--- config.mk ---
export PLATFORM = sky130hd
export DESIGN_NAME = data_sampling_mv
export DESIGN_NICKNAME = d
export VERILOG_FILES = /design/src/rtl/data_sampling_mv.sv
export SDC_FILE = /design/constraint.sdc
export NUM_CORES = 1
export LEC_CHECK = 0
export ABC_CLOCK_PERIOD_IN_PS = 2820
export BUFFER_PORTS_ARGS = -buffer_cell sky130_fd_sc_hd__buf_2
export CAP_MARGIN = 40
export CORE_ASPECT_RATIO = 0.7
export CORE_MARGIN = 2
export CORE_UTILIZATION = 30
export DETAILED_ROUTE_END_ITERATION = 16
export SETUP_SLACK_MARGIN = 0.3
export SLEW_MARGIN = 0
export SYNTH_ARGS = -nofsm -noshare
export SYNTH_HDL_FRONTEND = slang
export SYNTH_SLANG_ARGS = --single-unit
--- constraint.sdc ---
create_clock -name CLK -period 2.82 [get_ports CLK]
set_input_delay 0.423 -clock CLK [delete_from_list [all_inputs] [get_ports CLK]]
set_output_delay 0.423 -clock CLK [all_outputs]
set_load 0.01 [all_outputs]
--- src/rtl/data_sampling_mv.sv ---
// data_sampling_mv
// Oversampled UART receive bit sampler. RX_IN is first passed through a
// reset-to-idle synchroniser; rx_sync is then sampled SAMPLES times around
// the middle of each bit, and a majority vote produces the bit value. The
// vote result is flagged noisy when the samples were not unanimous. A
// Prescale that is odd or too small to hold the window raises cfg_err and
// suppresses sampling.
//
// Ports
//   CLK          in   oversampling clock
//   RST          in   asynchronous active-low reset
//   RX_IN        in   serial line, asynchronous to CLK
//   Prescale     in   oversampling ratio (edge_cnt period)
//   edge_cnt     in   position within the current bit, 0..Prescale-1
//   dat_samp_en  in   sampling enable from the RX FSM
//   rx_sync      out  synchronised RX_IN (start-edge detection must use this)
//   sampled_bit  out  voted bit value, held until the next vote
//   sample_valid out  one-cycle pulse, sampled_bit updated this cycle
//   noise_err    out  with sample_valid: samples were not unanimous
//   cfg_err      out  registered: Prescale illegal for SAMPLES
module data_sampling_mv #(
    parameter int SAMPLES        = 3,
    parameter int PRESCALE_WIDTH = 6,
    parameter int SYNC_STAGES    = 2
) (
    input  logic                      CLK,
    input  logic                      RST,
    input  logic                      RX_IN,
    input  logic [PRESCALE_WIDTH-1:0] Prescale,
    input  logic [PRESCALE_WIDTH-1:0] edge_cnt,
    input  logic                      dat_samp_en,
    output logic                      rx_sync,
    output logic                      sampled_bit,
    output logic                      sample_valid,
    output logic                      noise_err,
    output logic                      cfg_err
);

    localparam int CNT_W = $clog2(SAMPLES + 1);
    localparam int HALF  = (SAMPLES - 1) / 2;
    localparam logic [PRESCALE_WIDTH-1:0] HALF_W       = PRESCALE_WIDTH'(HALF);
    localparam logic [PRESCALE_WIDTH-1:0] MIN_PRESCALE = PRESCALE_WIDTH'(2 * SAMPLES + 2);
    localparam logic [PRESCALE_WIDTH-1:0] ONE_W        = PRESCALE_WIDTH'(1);
    localparam logic [CNT_W-1:0]          HALF_C       = CNT_W'(HALF);
    localparam logic [CNT_W-1:0]          ALL_C        = CNT_W'(SAMPLES);
    localparam logic [CNT_W-1:0]          LAST_C       = CNT_W'(SAMPLES - 1);

    typedef enum logic [1:0] {
        IDLE,
        COLLECT,
        VOTE
    } state_t;

    state_t r_state;
    state_t w_state_next;

    logic                      w_rx;
    logic [PRESCALE_WIDTH-1:0] w_mid;
    logic [PRESCALE_WIDTH-1:0] w_win_start;
    logic [PRESCALE_WIDTH-1:0] w_win_end;
    logic                      w_take;
    logic                      w_vote;
    logic                      w_abort;
    logic [CNT_W-1:0]          w_ones_next;

    logic                      r_cfg_err;
    logic                      r_sampled_bit;
    logic                      r_sample_valid;
    logic                      r_noise_err;
    logic [CNT_W-1:0]          r_samp_cnt;
    logic [CNT_W-1:0]          r_ones_cnt;
    logic [PRESCALE_WIDTH-1:0] r_prev_cnt;
    logic [PRESCALE_WIDTH-1:0] r_win_prescale;

    // Synchroniser on the asynchronous serial line. It resets to 1 so that a
    // reset never looks like a start edge to the logic downstream.
    generate
        if (SYNC_STAGES == 0) begin : g_bypass
            assign w_rx = RX_IN;
        end else begin : g_sync
            logic [SYNC_STAGES-1:0] r_sync;

            always_ff @(posedge CLK or negedge RST) begin
                if (!RST) begin
                    r_sync <= '1;
                end else begin
                    r_sync[0] <= RX_IN;
                    for (int i = 1; i < SYNC_STAGES; i++) begin
                        r_sync[i] <= r_sync[i-1];
                    end
                end
            end

            assign w_rx = r_sync[SYNC_STAGES-1];
        end
    endgenerate

    // Sampling window centred on the middle of the bit.
    assign w_mid       = Prescale >> 1;
    assign w_win_start = w_mid - HALF_W;
    assign w_win_end   = w_mid + HALF_W;
    assign w_ones_next = r_ones_cnt + CNT_W'(w_rx);

    // State register.
    always_ff @(posedge CLK or negedge RST) begin
        if (!RST) begin
            r_state <= IDLE;
        end else begin
            r_state <= w_state_next;
        end
    end

    // Window tracking. A window only completes when edge_cnt walks through
    // it one step per cycle with the same Prescale it started with; any
    // break in that (enable drop, jump, wrap to 0, Prescale change, config
    // error) throws the partial window away. The vote happens on the edge
    // that captures the last sample, so VOTE is the cycle the result is
    // visible and sampling is idle.
    always_comb begin
        w_state_next = r_state;
        w_take       = 1'b0;
        w_vote       = 1'b0;
        w_abort      = 1'b0;
        case (r_state)
            IDLE: begin
                if (dat_samp_en && !r_cfg_err && edge_cnt == w_win_start) begin
                    w_take = 1'b1;
                    if (edge_cnt == w_win_end) begin
                        w_vote       = 1'b1;
                        w_state_next = VOTE;
                    end else begin
                        w_state_next = COLLECT;
                    end
                end
            end
            COLLECT: begin
                if (!dat_samp_en || r_cfg_err || edge_cnt == '0 ||
                    Prescale != r_win_prescale || edge_cnt != r_prev_cnt + ONE_W) begin
                    w_abort      = 1'b1;
                    w_state_next = IDLE;
                end else if (edge_cnt == w_win_end) begin
                    if (r_samp_cnt == LAST_C) begin
                        w_take       = 1'b1;
                        w_vote       = 1'b1;
                        w_state_next = VOTE;
                    end else begin
                        w_abort      = 1'b1;
                        w_state_next = IDLE;
                    end
                end else begin
                    w_take = 1'b1;
                end
            end
            VOTE: begin
                w_state_next = IDLE;
            end
            default: begin
                w_state_next = IDLE;
            end
        endcase
    end

    // Accumulators, vote result and configuration check. sample_valid and
    // noise_err default low so they only ever form a single-cycle pulse;
    // sampled_bit is left alone unless a vote completes.
    always_ff @(posedge CLK or negedge RST) begin
        if (!RST) begin
            r_cfg_err      <= 1'b0;
            r_sampled_bit  <= 1'b0;
            r_sample_valid <= 1'b0;
            r_noise_err    <= 1'b0;
            r_samp_cnt     <= '0;
            r_ones_cnt     <= '0;
            r_prev_cnt     <= '0;
            r_win_prescale <= '0;
        end else begin
            r_cfg_err      <= Prescale[0] || (Prescale < MIN_PRESCALE);
            r_sample_valid <= 1'b0;
            r_noise_err    <= 1'b0;
            if (w_vote) begin
                r_sampled_bit  <= (w_ones_next > HALF_C);
                r_noise_err    <= (w_ones_next != '0) && (w_ones_next != ALL_C);
                r_sample_valid <= 1'b1;
                r_samp_cnt     <= '0;
                r_ones_cnt     <= '0;
            end else if (w_take) begin
                r_samp_cnt <= r_samp_cnt + CNT_W'(1);
                r_ones_cnt <= w_ones_next;
            end else if (w_abort) begin
                r_samp_cnt <= '0;
                r_ones_cnt <= '0;
            end
            if (w_take) begin
                r_prev_cnt     <= edge_cnt;
                r_win_prescale <= Prescale;
            end
        end
    end

    assign rx_sync      = w_rx;
    assign sampled_bit  = r_sampled_bit;
    assign sample_valid = r_sample_valid;
    assign noise_err    = r_noise_err;
    assign cfg_err      = r_cfg_err;

endmodule

==> results of run 1 <==
-- routing by layer --
metal | vias up | part of all wire [%] | global-route usage (%)
met2 | 22 | 41 | 19.7
met1 | 631 | 54 | 20.2
met5 | - | 0 | 0
met4 | 0 | 0.19 | 1.45
met3 | 2 | 4.2 | 3.35
li1 | 645 | - | -
-- kinds of logic after synthesis --
family / Yosys count / synth area share [%]
compound gates: 25 / 13.1
xor+xnor: 23 / 11.7
fa+ha+maj: 6 / 4.35
buf+inv: 11 / 3.12
flops: 24 / 35.0
mux: 18 / 11.8
simple gates: 55 / 21.0
-- power by group through the flow --
stage	Clock, W	Combinational [W]	Sequential, W
floorplan	0	0.000248	0.000436
global placement	0	0.000317	0.000444
detailed placement	0	0.000316	0.000446
CTS	0.000239	0.000330	0.000436
global route	0.000262	0.000387	0.000448
finish	0.000231	0.000345	0.000439
-- cells in the final DEF (no fill, tap or decap), types with 2 or more instances in the layout --
cell	instances
a211oi_1	2
a21oi_1	4
buf_12	2
buf_2	20
buf_4	8
clkbuf_8	4
dfrtp_1	22
dfstp_2	2
ha_1	4
ha_4	2
inv_1	3
mux2_1	2
mux2_2	2
mux2_4	11
mux2i_1	3
nand2_1	8
nand2b_1	3
nand3_1	6
nand3b_1	5
nand4_1	3
nand4b_1	2
nor2_1	6
nor2b_1	3
nor3_1	2
nor4b_1	3
o21ba_2	2
or2_2	2
or4b_4	2
xnor2_1	15
xor2_1	7
-- state kept, by name, indices dropped and copies added, names as in the netlist --
| signal | flops |
|---|---|
| cfg_err | 1 |
| noise_err | 1 |
| r_prev_cnt | 6 |
| r_state | 2 |
| sample_valid | 1 |
| g_sync.r_sync | 2 |
| r_ones_cnt | 2 |
| r_win_prescale | 6 |
| sampled_bit | 1 |
| r_samp_cnt | 2 |
-- synth_stat cells, drive strengths merged, types with 4 or more instances --
library cell,count
xnor2,15
a21oi,5
buf,5
ha,6
inv,4
nand3b,5
mux2,15
nand3,6
nor2,6
nand2,8
xor2,8
dfrtp,22
-- through the flow --
step,instance area [um^2],power (W)
6_report,2120,0.00101
3_3_place_gp,1960,0.000761
3_5_place_dp,1960,0.000761
2_1_floorplan,1800,0.000684
4_1_cts,2080,0.00101
5_1_grt,2120,0.00110
-- repair_timing --
| item | CTS | global route |
|---|---|---|
| pin swaps | 3 | 4 |
| cloned | 0 | 0 |
| setup buffers | 5 | 2 |
| gates resized for setup | 0 | 3 |
| endpoints found under the setup margin | 17 | 14 |
-- cell type report --
cell class                      count  share of cell area (%)
Timing Repair Buffer               30                    9.45
Clock buffer                        4                    2.60
Inverter                            4                   0.826
Multi-Input combinational cell    127                    54.3
Sequential cell                    24                    28.5
Tap cell                           75                    4.43
-- worst paths after layout --
| check | startpoint | endpoint | slack [ns] | cells past startpoint |
|---|---|---|---|---|
| max | r_state[1]$_DFFE_PN0P_ | r_prev_cnt[2]$_DFFE_PN0N_ | 0.34 | 7 |
| min in group CLK | RX_IN | g_sync.r_sync[0]$_DFF_PN1_ | 0.25 | 1 |
| max in group asynchronous | RST | g_sync.r_sync[0]$_DFF_PN1_ | 2.32 | 1 |
| min | RST | r_prev_cnt[3]$_DFFE_PN0N_ | 0.13 | 1 |
| max reg2reg | r_state[1]$_DFFE_PN0P_ | r_prev_cnt[2]$_DFFE_PN0N_ | 0.34 | 7 |
| min reg2reg | g_sync.r_sync[0]$_DFF_PN1_ | g_sync.r_sync[1]$_DFF_PN1_ | 0.36 | 0 |
-- worst register-to-register path: stages (launching register included) --
cell and delay, ns:
dfrtp_1 0.42, or3b_4 0.40, or4b_4 0.56, nor4_4 0.18, and3_1 0.21, a21bo_4 0.18
buf_12 0.14, mux2_4 0.29
==> impl_metrics.yaml, run 1 <==
grt:
  grt_max_degree: 25
  grt_use_total_pct: 13.4
  antenna_found_initial: 0
  first_global_vias: 1246
  grt_pass1_wl_mm: 6.57
  overflow: 0
clock_network:
  clockBufferDepth: 2
  cts-buffers-inserted: 3
  root_buffer: "clkbuf_8"
  insertion_delay_ns: 0.27
  numClockSinks: 24
  clkTransAtPathRegs_ns: 0.08
  ctsHtreeMaxLevel: 1
  postCtsHoldBufs: 0
  cts_tree: "built"
synthesis:
  ys_top_cells_by_area: "dfrtp_1, mux2_1, xnor2_1, ha_1, xor2_1"
  syn_avg_cell_area_um2: 10.6
  syn-num-nets: 184
  synthDistinctLibCells: 56
  async_reset_ff_share_pct: 100
  ys_warn_count: 0
  syn-cell-area_um2: 1720
  synth_edf_count: 0
  synth_cells: 162
  synth-seq-cells: 24
  ys_seq_area_share_pct: 35.0
  synthFlopType: "dfrtp_1"
  synth_top_cell_by_area: "dfrtp_1"
  post-synth-top-area-fraction_pct: 31.9
routing:
  firstDrtPassIters: 4
  dr.first_iter.drc_count: 69
  drcViolationCount: 0
  vias: 1300
  wl_per_cell_um: 14.3
  via_per_inst: 4.92
  routed_wl_mm: 3.78
  postRouteAntennaNets: 0
sta:
  finalSetupViolCount: 0
  tns_ns: 0
  whs_ns: 0.126
  hold_viol: 0
  fmaxAchievable_ghz: 0.403
  min_period_ns: 2.48
  layout_worst_path_cycle_share_pct: 88.0
  drv_slew: 0
  relSlewSlack_pct: 64.0
  fin_skew_ns: 0.00554
  tightest_slew_ns: 0.540
  rsz0062_at_grt: "true"
  setup_ws_ns: 0.339
finish:
  area_growth_pct: 22.9
  finalNetCount: 212
  multiInputGateArea_um2: 1150
  num_antenna_cells: 0
  register_area_um2: 603
  drive_gt1_share_pct: 35.4
  fillers: 569
  fin_util_pct: 37.6
  instances_no_fill: 264
placement:
  place_ws_ns: 0.113
  dp_cells: 253
  io_buffers: 20
  finalWeightedCongestion: 0.811
  dp_hpwl_mm: 2.88
power_and_ir_drop:
  power_switching_w: 0.000310
  p_int_w: 0.000705
  leakagePower_nw: 0.911
  pwr-share-seq_pct: 43.3
  power-per-cell-area_nw_per_um2: 479
  power_frac_clock_pct: 22.7
  combPwrFrac_pct: 34.0
  peakVddDrop_uv: 174
  p_sw_share_pct: 30.5
floorplan:
  die_y_um: 67.4
  design.core.area_um2: 5640
  num_rows: 23
  start_util_pct: 30.6
  num_io_pins: 21
  die_x_um: 94.6
  dieArea_um2: 6380
critical_path:
  arrival_ns: 2.64
  slowest_delay_ns: 0.56
  crit_required_ns: 2.98
  crit_type: "reg2reg"
  critPathTopFamily: "simple AND/OR/NAND/NOR gates"
  crit_fanout: 7
  critPathCaptureType: "flop"
  crit_slowest_cell: "or4b_4"
  cp_cell_sequence: "or3b_4, or4b_4, nor4_4, and3_1, a21bo_4, buf_12, mux2_4"
  startpoint_type: "flop"
  crit_buf_inv: 1
hold_path:
  worstHoldPathType: "in2async"
run:
  maxCapViolCount: 0
run_status:
  status: "complete, no violations"
(Power assumes the default switching activity.)
==> run 2: changes to the inputs <==
Settings changed: ABC_AREA set to 1.
==> run 2 against run 1 <==
Sequential share of layout area rose by 1.2 points. Cell count rose by 36%. First-iteration DRC count rose by 13%. Die area rose by 5.8%. Sequential power fell by 7.1%. Clock-buffer cell count did not move. Non-clock buffer count fell by 10. Setup slack improved by 0.29 ns. Sequential cell count did not move. Register-to-register slack improved by 0.29 ns. Largest cell class unchanged. Synthesized cell count rose by 64%.
==> impl_metrics.yaml, run 2 <==
run_status:
  status: "complete, no violations"
routing:
  postRouteAntennaNets: 0
  drcViolationCount: 0
  wl_per_cell_um: 12.3
  dr.first_iter.drc_count: 78
  routed_wl_mm: 4.41
  via_per_inst: 4.59
  firstDrtPassIters: 4
  vias: 1645
critical_path:
  crit_type: "reg2reg"
  critPathCaptureType: "flop"
  arrival_ns: 2.39
  crit_required_ns: 3.03
  crit_fanout: 15
  rrSetupSlack_ns: 0.63
  startpoint_type: "flop"
floorplan:
  design.core.area_um2: 5810
  die_x_um: 97.3
  die_y_um: 69.3
  start_util_pct: 31.5
  num_rows: 23
  num_io_pins: 21
  dieArea_um2: 6750
clock_network:
  cts-buffers-inserted: 3
  clkTransAtPathRegs_ns: 0.08
  ctsHtreeMaxLevel: 1
  postCtsHoldBufs: 0
  numClockSinks: 24
  post_cts_resized: 0
  post_cts_buffers: 0
  clockBufferDepth: 2
  root_buffer: "clkbuf_8"
  cts_tree: "built"
  insertion_delay_ns: 0.27
synthesis:
  syn_avg_cell_area_um2: 6.88
  synth-seq-cells: 24
  ys_top_cells_by_area: "dfrtp_1, nand2_1, nand4_1, inv_1, nand3_1"
  ys_seq_area_share_pct: 33.0
  synthFlopType: "dfrtp_1"
  yosysMostFrequentCell: "nand2_1"
  syn-num-nets: 288
  syn-cell-area_um2: 1830
  ys_warn_count: 0
  synth_top_cell_by_area: "dfrtp_1"
  post-synth-top-area-fraction_pct: 30.1
  synthDistinctLibCells: 25
  synth_cells: 266
  ys_top_cells_by_count: "nand2_1, inv_1, nor2_1"
  async_reset_ff_share_pct: 100
  synth_edf_count: 0
grt:
  grt_use_total_pct: 13.8
  grt_max_degree: 25
  first_global_vias: 1480
  antenna_found_initial: 0
  grt_pass1_wl_mm: 7.65
  overflow: 0
finish:
  area_growth_pct: 11.0
  fillers: 637
  mostFrequentLayoutCells: "nand2_1, inv_1, nor2_1"
  fin_util_pct: 34.9
  top_regs: "r_prev_cnt (6), r_win_prescale (6)"
  finalNetCount: 306
  drive_gt1_share_pct: 16.6
  num_antenna_cells: 0
  mostFrequentLayoutCell: "nand2_1"
  multiInputGateArea_um2: 1050
  instances_no_fill: 358
  register_area_um2: 603
sta:
  hold_viol: 0
  rsz0062_at_grt: "false"
  fin_skew_ns: 0.00629
  min_period_ns: 2.19
  relSlewSlack_pct: 63.8
  finalSetupViolCount: 0
  tightest_slew_ns: 0.543
  fmaxAchievable_ghz: 0.457
  tns_ns: 0
  layout_worst_path_cycle_share_pct: 77.6
  drv_slew: 0
hold_path:
  worstHoldPathType: "in2async"
power_and_ir_drop:
  peakVddDrop_uv: 203
  leakagePower_nw: 1.12
  finalPower_w: 0.000857
  power-per-cell-area_nw_per_um2: 422
placement:
  dp_hpwl_mm: 3.53
  finalWeightedCongestion: 0.922
  io_buffers: 20
  dp_cells: 354
run:
  maxCapViolCount: 0
run 2: cell types whose count changed after synthesis, moves of 12 or more:
cell     delta
nand2_1    +91
inv_1      +25
nor2_1     +18
nand3_1    +15
nand4_1    +15
mux2_1     -12
run 2: kinds of logic (layout without fill, tap and decap cells):
| family | after synthesis | in the layout | share of synthesized area [%] |
|---|---|---|---|
| XOR/XNOR | 11 | 11 | 5.27 |
| AND/OR/NAND/NOR | 180 | 180 | 46.6 |
| flip-flops | 24 | 24 | 33.0 |
| adder cells (fa/ha/maj) | 6 | 6 | 4.10 |
| buffers and inverters | 42 | 59 | 9.78 |
| AO/OA/AOI/OAI | 3 | 3 | 1.23 |
run 2: path summary, 6_finish.rpt:
path / depth (start not counted) / start / to
setup / recovery: 10 / r_prev_cnt[0]$_DFFE_PN0N_ / r_prev_cnt[1]$_DFFE_PN0N_
hold / removal: 1 / RST / r_prev_cnt[2]$_DFFE_PN0N_
setup reg to reg: 10 / r_prev_cnt[0]$_DFFE_PN0N_ / r_prev_cnt[1]$_DFFE_PN0N_
hold reg to reg: 0 / g_sync.r_sync[0]$_DFF_PN1_ / g_sync.r_sync[1]$_DFF_PN1_
max in group asynchronous: 1 / RST / g_sync.r_sync[0]$_DFF_PN1_
min in group CLK: 1 / RX_IN / g_sync.r_sync[0]$_DFF_PN1_
run 2: layer usage:
layer  part of all wire, %  routed length, um  global-route usage, %
met4                  0.39                 17                   1.39
met2                    38               1690                   18.1
met3                   6.7                294                   3.02
met1                    55               2410                   23.2
met5                     0                  0                      0
run 2: critical path, cell delays in order, from the launching register on:
cell	delay (ns)
dfrtp_1	0.48
ha_1	0.37
xnor2_1	0.21
nand2_1	0.07
nor2_1	0.13
nand3_2	0.09
nor2_4	0.14
nand3_4	0.20
nand3_2	0.28
nand2_1	0.08
nand2_1	0.07
run 2: final cells by class:
class                           count  area share (%)
Clock buffer                        4            2.71
Inverter                           35            6.47
Multi-Input combinational cell    200            51.6
Sequential cell                    24            29.7
Tap cell                           75            4.62
Timing Repair Buffer               20            4.93
run 2: power breakdown:
part	total (W)	switching (W)	internal (W)	leakage, nW
sequential	0.000408	0.0000321	0.000376	0.321
combinational	0.000216	0.000133	0.0000829	0.768
clock	0.000233	0.000109	0.000125	0.0288
run 2: per-stage QoR:
step | worst slack, ns | hold WS [ns] | area [um^2]
global placement | 0.570 | 0.347 | 1980
floorplan | 0.871 | 0.127 | 1830
finish | 0.632 | 0.132 | 2030
detailed placement | 0.545 | 0.349 | 1980
CTS | 0.631 | 0.153 | 2030
global route | 0.399 | 0.179 | 2030
==> run 3: changes to the inputs <==
Settings changed: ABC_CLOCK_PERIOD_IN_PS 2820 to 1760.
Clock period 2.82 ns to 1.76 ns, I/O delays scaled along.
==> run 3 against run 2 <==
Total power rose by 80%. The flow now finishes with violations (setup timing). Routed wire length increased by 6.3%. Worst hold slack got worse by 0.051 ns. Register-to-register slack worse by 0.73 ns. Non-clock buffer count increased by 22. Highest routed layer unchanged. Sequential cell count is the same. Critical path type unchanged. Cell count rose by 6.1%. Die area unchanged. Clock skew is 0.0043 ns lower.
==> impl_metrics.yaml, run 3 (synthesis gave the netlist of run 2 again) <==
run_status:
  status: "finished, violations left"
  violations: "setup timing"
clock_network:
  cts_tree: "built"
  numClockSinks: 24
  insertion_delay_ns: 0.27
  clockBufferDepth: 2
  clkTransAtPathRegs_ns: 0.09
  ctsHtreeMaxLevel: 1
  root_buffer: "clkbuf_8"
  cts-buffers-inserted: 3
sta:
  fin_skew_ns: 0.00203
  setup_ws_ns: -0.0951
  fmaxAchievable_ghz: 0.539
  hold_viol: 0
  min_period_ns: 1.86
  rsz0062_at_grt: "true"
  layout_worst_path_cycle_share_pct: 105
  relSlewSlack_pct: 63.8
  finalSetupViolCount: 19
  tightest_slew_ns: 0.542
  drv_slew: 0
power_and_ir_drop:
  p_sw_share_pct: 30.0
  leakagePower_nw: 1.24
  peakVddDrop_uv: 246
  power_switching_w: 0.000465
  power_frac_clock_pct: 31.5
  finalPower_w: 0.00155
  p_int_w: 0.00108
  pwr-share-seq_pct: 41.8
  combPwrFrac_pct: 26.6
  power-per-cell-area_nw_per_um2: 673
floorplan:
  dieArea_um2: 6750
  design.core.area_um2: 5810
  num_io_pins: 21
  die_y_um: 69.3
  die_x_um: 97.3
  num_rows: 23
  start_util_pct: 31.5
critical_path:
  arrival_ns: 2.02
  cp_common_cell: "nand2_1"
  crit_fanout: 6
  cp_cell_sequence: "ha_4, xnor2_2, nand2_1, nor2_1, nand3_2, nor2_4, nand3_4, buf_6, nand4_1, nand2_1"
  critPathCaptureType: "flop"
  crit_type: "reg2reg"
  startpoint_type: "flop"
  slowest_delay_ns: 0.42
  crit_required_ns: 1.93
  crit_slowest_cell: "dfrtp_1"
finish:
  mostFrequentLayoutCell: "nand2_1"
  drive_gt1_share_pct: 24.9
  top_regs: "r_prev_cnt (6), r_win_prescale (6)"
  final_area_um2: 2300
  fillers: 616
  num_antenna_cells: 0
  area_growth_pct: 25.7
  mostFrequentLayoutCells: "nand2_1, inv_1, nor2_1, dfrtp_1, nand3_1"
  finalNetCount: 328
grt:
  grt_pass1_wl_mm: 7.81
  antenna_found_initial: 0
  grt_max_degree: 25
  first_global_vias: 1528
  overflow: 0
  grt_use_total_pct: 14.3
placement:
  io_buffers: 20
  placed_area_um2: 2150
  place_ws_ns: -0.234
  dp_hpwl_mm: 3.72
  finalWeightedCongestion: 0.880
routing:
  routed_wl_mm: 4.69
  firstDrtPassIters: 5
  drcViolationCount: 0
  postRouteAntennaNets: 0
  wl_per_cell_um: 12.3
  dr.first_iter.drc_count: 131
  via_per_inst: 4.63
  vias: 1761
run:
  maxCapViolCount: 0
hold_path:
  worstHoldPathType: "in2reg"
==> run 3: cell types whose count changed in the layout (fill, tap and decap cells not counted), sizes merged <==
cell | previous run | this run
buf | 20 | 41
clkbuf | 4 | 3
bufinv | 0 | 1
dlygate4sd3 | 0 | 1
==> run 3: stage by stage <==
step                hold WS (ns)  setup TNS, ns  util, %  cells
finish                    0.0817          -1.17     39.6    380
detailed placement         0.290          -3.80     36.9    373
floorplan                -0.0316         -0.291        -    266
global placement           0.282          -2.80     36.9    373
CTS                       0.0745         -0.630     39.4    380
global route              0.0623          -3.48     39.6    380
==> run 3: worst max-delay path, delay by kind of cell (launching register included) <==
kind                       cells  cell delay [ns]
xor gates and xnor gates       1             0.17
adders and majority gates      1             0.26
buffers and inverters          1             0.17
DFF                            1             0.42
and+or+nand+nor                7             0.73
==> run 3: power groups by stage <==
stage | clock [W] | combinational, W | sequential [W]
2_1_floorplan | 0 | 0.000254 | 0.000649
3_3_place_gp | 0 | 0.000372 | 0.000657
3_5_place_dp | 0 | 0.000372 | 0.000657
4_1_cts | 0.000497 | 0.000406 | 0.000647
5_1_grt | 0.000525 | 0.000469 | 0.000653
6_report | 0.000488 | 0.000412 | 0.000647
==> run 3: final timing paths <==
path	from	slack, ns	end	depth (start not counted)
min in group asynchronous	RST	0.51	r_prev_cnt[2]$_DFFE_PN0N_	2
worst min register to register	g_sync.r_sync[0]$_DFF_PN1_	0.36	g_sync.r_sync[1]$_DFF_PN1_	0
worst max-delay path	r_prev_cnt[0]$_DFFE_PN0N_	-0.1	r_win_prescale[3]$_DFFE_PN0N_	10
max in group asynchronous	RST	0.88	g_sync.r_sync[0]$_DFF_PN1_	2
worst min-delay path	RX_IN	0.08	g_sync.r_sync[0]$_DFF_PN1_	1
worst max register to register	r_prev_cnt[0]$_DFFE_PN0N_	-0.1	r_win_prescale[3]$_DFFE_PN0N_	10
==> run 3: area by class of cell <==
type | instances | area (um^2) | share of cell area (%)
inverters | 35 | 131 | 5.71
repair buffers | 42 | 295 | 12.8
multi-input cells | 200 | 1100 | 48.0
clock buffers | 3 | 41.3 | 1.80
clock inverters | 1 | 30.0 | 1.31
well taps | 75 | 93.8 | 4.08
flip-flops and latches | 24 | 603 | 26.2
==> run 3: layer usage <==
layer	wire (um)	track usage, %	share of wire, %	vias up
met4	16	2.78	0.34	0
met1	2530	23.0	54	780
met3	304	2.92	6.5	2
met2	1840	19.4	39	57
met5	0	0	0	-
li1	-	-	-	922
==> run 3: repair_timing <==
item | in CTS | in global routing
hold buffers | 1 | 0
buffers inserted | 2 | 0
pin swaps | 13 | 3
gates cloned | 0 | 0
resized for setup | 9 | 3
hold endpoints to repair | 22 | 0
endpoints found under the setup margin | 21 | 21
